## src/rtl/midi_nrpn_param_writer.sv

```systemverilog
// midi_nrpn_param_writer
// Parses a decoded MIDI byte stream and turns NRPN Control Change sequences
// on one selectable channel into parameter-bus write transactions.
//
// Ports:
//   iCLK        clock, all logic on the rising edge
//   iRST        synchronous active-high reset
//   iCH         MIDI channel to respond to
//   byte_in     MIDI byte, qualified by byte_valid
//   byte_valid  one-cycle qualifier for byte_in
//   data        parameter value {1'b0, value7}
//   adr         parameter address
//   write       active-low write strobe, idles high
//   com_sel, osc_sel, m1_sel, m2_sel  bank selects (at most one high)
//   busy        a bus transaction is in progress
//   overflow    one-cycle pulse when an entry is dropped
module midi_nrpn_param_writer #(
  parameter int SETUP_CYC  = 2,
  parameter int STROBE_CYC = 4,
  parameter int HOLD_CYC   = 2
) (
  input  logic       iCLK,
  input  logic       iRST,
  input  logic [3:0] iCH,
  input  logic [7:0] byte_in,
  input  logic       byte_valid,
  output logic [7:0] data,
  output logic [6:0] adr,
  output logic       write,
  output logic       com_sel,
  output logic       osc_sel,
  output logic       m1_sel,
  output logic       m2_sel,
  output logic       busy,
  output logic       overflow
);

  typedef enum logic [1:0] {P_NONE, P_NUM, P_VAL, P_SKIP} parserState_t;
  typedef enum logic [1:0] {W_IDLE, W_SETUP, W_STROBE, W_HOLD} writerState_t;

  localparam logic [7:0] SETUP_LAST  = 8'(SETUP_CYC - 1);
  localparam logic [7:0] STROBE_LAST = 8'(STROBE_CYC - 1);
  localparam logic [7:0] HOLD_LAST   = 8'(HOLD_CYC - 1);

  parserState_t r_parserState, w_parserNext;
  writerState_t r_writerState, w_writerNext;

  logic [6:0] r_ccNum;
  logic [1:0] r_bank;
  logic [6:0] r_nadr;
  logic       r_armed;
  logic       r_msbValid;

  logic [7:0] r_cnt;

  logic [6:0] r_adr;
  logic [6:0] r_val;
  logic [3:0] r_sel;
  logic       r_overflow;

  logic       r_slotFull;
  logic [1:0] r_slotBank;
  logic [6:0] r_slotAdr;
  logic [6:0] r_slotVal;

  logic w_isCcPair;
  logic w_entryValid;
  logic w_loadNew;
  logic w_loadSlot;
  logic w_holdExit;

  // Parser next state. Real-time bytes (F8-FF) are transparent and never
  // disturb running status; a data byte in P_VAL completes a CC pair.
  always_comb begin
    w_parserNext = r_parserState;
    w_isCcPair   = 1'b0;
    if (byte_valid && (byte_in[7:3] != 5'b11111)) begin
      if (byte_in[7:4] == 4'hF) begin
        w_parserNext = P_NONE;
      end else if (byte_in[7]) begin
        w_parserNext = (byte_in == {4'hB, iCH}) ? P_NUM : P_SKIP;
      end else begin
        case (r_parserState)
          P_NUM: w_parserNext = P_VAL;
          P_VAL: begin
            w_parserNext = P_NUM;
            w_isCcPair   = 1'b1;
          end
          default: w_parserNext = r_parserState;
        endcase
      end
    end
  end

  // Parser state plus the NRPN context. armed only comes up after a 0x62
  // that follows a valid 0x63, so a stray 0x62 can never enable writes.
  always_ff @(posedge iCLK) begin
    if (iRST) begin
      r_parserState <= P_NONE;
      r_ccNum       <= '0;
      r_bank        <= '0;
      r_nadr        <= '0;
      r_armed       <= 1'b0;
      r_msbValid    <= 1'b0;
    end else begin
      r_parserState <= w_parserNext;
      if (byte_valid && !byte_in[7] && (r_parserState == P_NUM)) begin
        r_ccNum <= byte_in[6:0];
      end
      if (w_isCcPair) begin
        case (r_ccNum)
          7'h63: begin
            r_armed <= 1'b0;
            if (byte_in[6:2] == 5'd0) begin
              r_bank     <= byte_in[1:0];
              r_msbValid <= 1'b1;
            end else begin
              r_msbValid <= 1'b0;
            end
          end
          7'h62: begin
            r_nadr <= byte_in[6:0];
            if (r_msbValid) begin
              r_armed <= 1'b1;
            end
          end
          default: ;
        endcase
      end
    end
  end

  assign w_entryValid = w_isCcPair && (r_ccNum == 7'h06) && r_armed;

  // Writer next state. At the end of W_HOLD a waiting slot entry has priority
  // over a freshly arriving one so ordering is preserved with no idle gap.
  always_comb begin
    w_writerNext = r_writerState;
    w_loadNew    = 1'b0;
    w_loadSlot   = 1'b0;
    w_holdExit   = 1'b0;
    case (r_writerState)
      W_IDLE: begin
        if (w_entryValid) begin
          w_writerNext = W_SETUP;
          w_loadNew    = 1'b1;
        end
      end
      W_SETUP: begin
        if (r_cnt == SETUP_LAST) w_writerNext = W_STROBE;
      end
      W_STROBE: begin
        if (r_cnt == STROBE_LAST) w_writerNext = W_HOLD;
      end
      W_HOLD: begin
        if (r_cnt == HOLD_LAST) begin
          w_holdExit = 1'b1;
          if (r_slotFull) begin
            w_writerNext = W_SETUP;
            w_loadSlot   = 1'b1;
          end else if (w_entryValid) begin
            w_writerNext = W_SETUP;
            w_loadNew    = 1'b1;
          end else begin
            w_writerNext = W_IDLE;
          end
        end
      end
      default: w_writerNext = W_IDLE;
    endcase
  end

  // Writer state register; the phase counter restarts on every state change.
  always_ff @(posedge iCLK) begin
    if (iRST) begin
      r_writerState <= W_IDLE;
      r_cnt         <= '0;
    end else begin
      r_writerState <= w_writerNext;
      if ((w_writerNext != r_writerState) || (r_writerState == W_IDLE)) begin
        r_cnt <= '0;
      end else begin
        r_cnt <= r_cnt + 8'd1;
      end
    end
  end

  // Bus datapath and the single pending slot. adr/data keep their last
  // values after a transaction; only the select drops.
  always_ff @(posedge iCLK) begin
    if (iRST) begin
      r_adr      <= '0;
      r_val      <= '0;
      r_sel      <= '0;
      r_overflow <= 1'b0;
      r_slotFull <= 1'b0;
      r_slotBank <= '0;
      r_slotAdr  <= '0;
      r_slotVal  <= '0;
    end else begin
      r_overflow <= 1'b0;
      if (w_loadSlot) begin
        r_adr      <= r_slotAdr;
        r_val      <= r_slotVal;
        r_sel      <= 4'b0001 << r_slotBank;
        r_slotFull <= w_entryValid;
        if (w_entryValid) begin
          r_slotBank <= r_bank;
          r_slotAdr  <= r_nadr;
          r_slotVal  <= byte_in[6:0];
        end
      end else if (w_loadNew) begin
        r_adr <= r_nadr;
        r_val <= byte_in[6:0];
        r_sel <= 4'b0001 << r_bank;
      end else begin
        if (w_holdExit) r_sel <= '0;
        if (w_entryValid) begin
          if (!r_slotFull) begin
            r_slotFull <= 1'b1;
            r_slotBank <= r_bank;
            r_slotAdr  <= r_nadr;
            r_slotVal  <= byte_in[6:0];
          end else begin
            r_overflow <= 1'b1;
          end
        end
      end
    end
  end

  assign data     = {1'b0, r_val};
  assign adr      = r_adr;
  assign write    = (r_writerState != W_STROBE);
  assign com_sel  = r_sel[0];
  assign osc_sel  = r_sel[1];
  assign m1_sel   = r_sel[2];
  assign m2_sel   = r_sel[3];
  assign busy     = (r_writerState != W_IDLE);
  assign overflow = r_overflow;

endmodule
```

## config.mk

```make
export PLATFORM = sky130hd
export DESIGN_NAME = midi_nrpn_param_writer
export DESIGN_NICKNAME = d
export VERILOG_FILES = /design/src/rtl/midi_nrpn_param_writer.sv
export SDC_FILE = /design/constraint.sdc
export NUM_CORES = 1
export LEC_CHECK = 0
export BUFFER_PORTS_ARGS = -buffer_cell sky130_fd_sc_hd__buf_4
export CAP_MARGIN = 20
export CORE_MARGIN = 4
export CORE_UTILIZATION = 24
export DETAILED_ROUTE_END_ITERATION = 10
export GPL_ROUTABILITY_DRIVEN = 0
export SYNTH_ARGS = -nofsm -noshare
export SYNTH_HDL_FRONTEND = slang
export SYNTH_SLANG_ARGS = --single-unit
```

## constraint.sdc

```tcl
create_clock -name iCLK -period 3.37 [get_ports iCLK]
set_input_delay 0.337 -clock iCLK [delete_from_list [all_inputs] [get_ports iCLK]]
set_output_delay 0.337 -clock iCLK [all_outputs]
set_load 0.02 [all_outputs]
```

* Word-level counts from Yosys, hierarchy flattened
Index checks and enable logic that the tools add are counted.
** Storage, ports and cells
- Bits in registers :: 66
- Input port bits :: 15
- Logic and storage cells :: 116
** Cells by class
- Bitwise operators :: 1
- $add $sub $neg :: 1
- Reduce and logical (&&, ||, !) cells :: 25
- Equal/unequal tests :: 19
- Shift operators :: 2
- Multiplexer cells :: 52
** Operator list (count)
- 7-bit 2-to-1 mux :: 14
- 2-bit 2-to-1 mux :: 12
- 1-bit 2-to-1 mux :: 19
- 7-bit == test (second input constant) :: 2
- 4-bit 2-to-1 mux :: 3
- 2-bit nonzero test :: 5
- 8-bit by 1-bit adder with 8-bit output (second input constant) :: 1
- 8-bit by 1-bit == test with 1-bit output (second input constant) :: 1
- 8-bit by 2-bit == test with 1-bit output (second input constant) :: 1
- 8-bit == test :: 1
- 2-bit case mux with 4 select lines :: 1
- 2-bit AND reduction :: 4
- 1-bit by 2-bit left shift with 4-bit output (first input constant) :: 2
- 7-bit by 3-bit == test with 1-bit output (second input constant) :: 1
- 2-bit == test (second input constant) :: 3
- 2-bit inequality test (second input constant) :: 3
- 3-bit AND reduction :: 2
- 1-bit logical AND :: 5
- 5-bit logical NOT :: 1
- 5-bit inequality test (second input constant) :: 1
- 2-bit by 1-bit == test with 1-bit output (second input constant) :: 2
- 4-bit == test (second input constant) :: 1
- 2-bit by 1-bit inequality test with 1-bit output (second input constant) :: 2
- 1-bit case mux with 2 select lines :: 2
- other kinds (11) :: 11

* Depth between registers and ports, before layout
- Depth after elaboration :: 14
- Gate-level depth with buffers :: 9
- Gate-level depth less buffers :: 7

* Least setup slack after synthesis
Ideal clock, no wire load.
- Path type :: register -> register
- Start :: reg r_writerState[0]
- End :: reg r_val[2]
- Stages on the path, launching flop included :: 8
- Arrival time :: 2.354 ns
- Buffers on the path :: 1
- Path slack :: 0.901 ns
- Required time :: 3.255 ns
- Clock period less this slack :: 2.469 ns
- Cell sequence :: dfxtp_1 > ha_1 > or4bb_4 > or3_4 > a211oi_4 > buf_8 > mux2i_1 > o21ai_2
** On the way
- Word-level cells in the longest chain between the ends :: 3
** Ends and longest elaborated chain
- start, declared :: line 46 : writerState_t r_writerState, w_writerNext;
- start signal, assigned :: line 179 : r_writerState <= w_writerNext;
- 2-bit == test / 2-bit logical NOT (equally long branches) :: line 142 : case (r_writerState)
- 1-bit case mux with 2 select lines / 1-bit 2-to-1 mux (equally long branches) :: line 142
- 2-bit nonzero test (no line) / 7-bit 2-to-1 mux (equally long branches)
- end signal, assigned :: line 204 : r_val <= r_slotVal;
- end signal, assigned :: line 214 : r_val <= byte_in[6:0];
- end, declared :: line 57 : logic [6:0] r_val;
Parallel ways exist; a longest one is shown, timed or not.
A chain may end at the register's enable or synchronous reset.

* Worst setup path in the final report
Same ends and word-level chain as after synthesis.

==> parameters.txt <==
Parameter                              Value

Status
  Run status    complete, no violations

Global routing
  First-pass GRT wire length    11800 µm
  Pin count of the biggest net entering global routing    48
  Number of antenna violations at the first check in global routing    0
  Vias in the first global route    2410
  Global-route usage over all layers    0.100
  Grt ovf    0

Pwr
  Lkg Pwr    1.49 nW
  Highest ir drop seen on vdd    0.232 mV
  Power density relative to cell area    574 nW/µm²

Layout
  Leading cell types in the layout, fill and taps excluded    dfxtp_1, nor2_1, mux2i_1, buf_4, nand2_1
  Non-Filler Instances    540
  Finished Core Util    0.308
  Total area of sequential cells    1320 µm²
  Count of antenna diodes in the layout    0
  Combined area of the multi-input logic cells    1600 µm²
  Net count reported at finish    390
  Most common cell after layout, fill and taps aside    dfxtp_1
  Fill cell count    1293
  Layout overhead on the synthesized area    23.3%
  Share of final-layout standard cells stronger than drive strength 1    0.175

Yosys
  Largest cells by area after synthesis    dfxtp_1, mux2i_1, nor2_1
  Cell variety after synth    52
  FF+latch count, synth    66
  Warnings, synthesis    0
  Post-synthesis average cell area    9.13 µm²
  Library cell with the largest summed area after synthesis    dfxtp_1
  Post-Synthesis Cell Area    3050 µm²
  Main flop type after synthesis    dfxtp_1
  Cell count after synthesis    334
  Post-synthesis sequential area ratio    0.433
  Post-Syn Nets    357
  Share of the synthesized area in the top cell type    0.433
  Share of async-settable or async-resettable flops after synthesis    0
  Number of enable flip-flop cells after synthesis    0

Worst setup path
  Cells along the critical path    ha_1 -> or4bb_4 -> or3_4 -> a211oi_4 -> buf_4 -> mux2i_1 -> o21ai_2
  Critical Path RT    3.56 ns
  Crit path largest cell delay    0.57 ns
  CP endpoint kind    register
  Family with the most delay on the worst path    simple AND/OR/NAND/NOR gates
  Setup CP Type    register to register
  Kind of start point of the critical path    register
  Buffers and inverters on the worst path    1
  Arrival time of data at the critical path endpoint    2.85 ns
  Highest fanout seen on the critical path    14
  Cell with the largest stage delay on the worst path    or4bb_4

Clock network
  Later-pin clock latency in the skew report    0.33 ns
  CTS Buffer Depth    2
  Number of hold-repair buffers added at the cts stage    0
  Cell at the root of the clock tree    clkbuf_16
  Clock-pin transition on the worst setup and hold timing paths    0.06 ns
  Num Clock Sinks    66
  TritonCTS clock tree    built
  CTS buffer count    9
  Number of instances resized during post-cts repair    0
  Deepest level of the CTS H-tree    3
  Post-CTS Setup Inserts    0

Route
  WL per Instance    12.9 µm
  First-pass iteration count of the detailed router    4
  Number of DRC violations after detailed routing    0
  Total routed wirelength    6970 µm
  Total via count in the routed design    2455
  Post-detailed-route count of antenna-violating nets    0
  Number of DRC violations after detailed-routing iteration 0    90
  DR vias/cell    4.55

Placement
  Total half-perimeter wirelength after legalization and detailed placement    4950 µm
  PortBufs    35
  Count of placed standard cells including taps    524
  DP Worst Slack    0.757 ns

Floorplan
  Placeable core region    12200 µm²
  Vert. Die Dim    121 µm
  Full die area    14600 µm²
  Overall die width    121 µm
  Starting density of the core    0.250
  Row count    40
  Number of top-level pins    37

Timing
  Final-layout setup total negative slack    0 ns
  Max frequency    376 MHz
  Post-route clock period utilization    0.788
  Number of setup violations in the final report    0
  Minimum clock period after layout    2.66 ns
  Hold violation total from the final report    0
  Final worst slack    0.713 ns
  Final max-slew violation count    0
  Tightest slew margin relative to the limit    0.294
  Clock Skews    0.00889 ns
  Slew of the pin with the lowest slew margin    1.06 ns
  Unrepaired setup endpoints after global routing    false

Min path
  Worst hold path type    input pin to register

Run
  Maximum Capacitance Violations    0
[Yosys cell counts (2+ instances only)]
library cell,count
buf_4,2
nand2b_1,3
a21oi_1,18
inv_1,9
nor4_1,2
nor4bb_1,2
ha_1,8
buf_2,2
nand2_1,27
nand4_1,4
o21ai_1,9
a31o_2,2
nor3_1,8
dfxtp_1,66
nor2b_1,2
xnor2_1,5
a21o_1,2
nor2_1,46
xor2_1,5
clkbuf_1,9
o21ai_0,9
nor4b_1,2
and3_1,3
a211oi_1,7
mux2i_1,41
nand3_1,15
[logic make-up (layout without fill, tap and decap cells)]
logic type / Yosys count / after routing / synth area share
and+or+nand+nor: 123 / 123 / 0.197
DFF: 66 / 66 / 0.433
AOI/OAI and AO/OA: 59 / 59 / 0.127
muxes: 41 / 41 / 0.135
buffers and inverters: 26 / 64 / 0.0451
xor gates and xnor gates: 10 / 10 / 0.0287
adders and majority gates: 8 / 8 / 0.0328
other: 1 / 1 / 0.00123
[path summary, 6_finish.rpt]
| kind | slack (ns) | from | to | depth (start not counted) |
|---|---|---|---|---|
| max reg2reg | 0.71 | r_writerState[0]$_SDFF_PP0_ | r_val[2]$_SDFFE_PP0P_ | 7 |
| min reg2reg | 0.45 | r_slotAdr[6]$_SDFFE_PP0P_ | adr[6]$_SDFFE_PP0P_ | 2 |
| min | 0.32 | byte_in[0] | r_slotVal[0]$_SDFFE_PP0P_ | 3 |
| max | 0.71 | r_writerState[0]$_SDFF_PP0_ | r_val[2]$_SDFFE_PP0P_ | 7 |
[final cells by class]
type / count / share of cell area
Clock buffer: 9 / 0.0599
Clock inverter: 7 / 0.0203
Inverter: 9 / 0.00899
Multi-Input combinational cell: 242 / 0.426
Sequential cell: 66 / 0.351
Tap cell: 168 / 0.0559
Timing Repair Buffer: 39 / 0.0779
[stage by stage]
step | hold WS [ns] | power, mW | area (µm²)
6_report | 0.320 | 2.16 | 3760
5_1_grt | 0.327 | 2.27 | 3760
4_1_cts | 0.313 | 2.19 | 3760
3_5_place_dp | 0.447 | 1.25 | 3460
3_3_place_gp | 0.440 | 1.24 | 3460
2_1_floorplan | 0.425 | 1.13 | 3050
[metal layers]
layer  track usage  vias up  routed length (µm)
li1              -     1241                   -
met1         0.129     1161                3290
met2         0.163       44                3380
met3        0.0299        9                 246
met4        0.0255        0                  54
met5             0        -                   0
[registers in the layout, summed over array words and instances (netlist names), 2 cells and up]
register       count
r_val              7
r_bank             2
r_cnt              8
r_ccNum            7
r_parserState      2
r_slotBank         2
r_slotAdr          7
adr                7
r_sel              4
r_nadr             7
r_writerState      2
r_slotVal          7
[where the power goes]
part           internal, mW  total, mW  leakage (nW)  switching, mW
clock network         0.577      0.926         0.142          0.349
registers             0.801      0.827         0.532         0.0261
logic                 0.148      0.406         0.816          0.257
total                  1.53       2.16          1.49          0.633
[tightest hold or removal path, delay by kind of cell]
| family | cells | cell delay [ns] |
|---|---|---|
| AND/OR/NAND/NOR | 1 | 0.07 |
| buffers and inverters | 1 | 0.13 |
| multiplexers | 1 | 0.07 |
No activity file was read; power rests on OpenSTA's default activity.
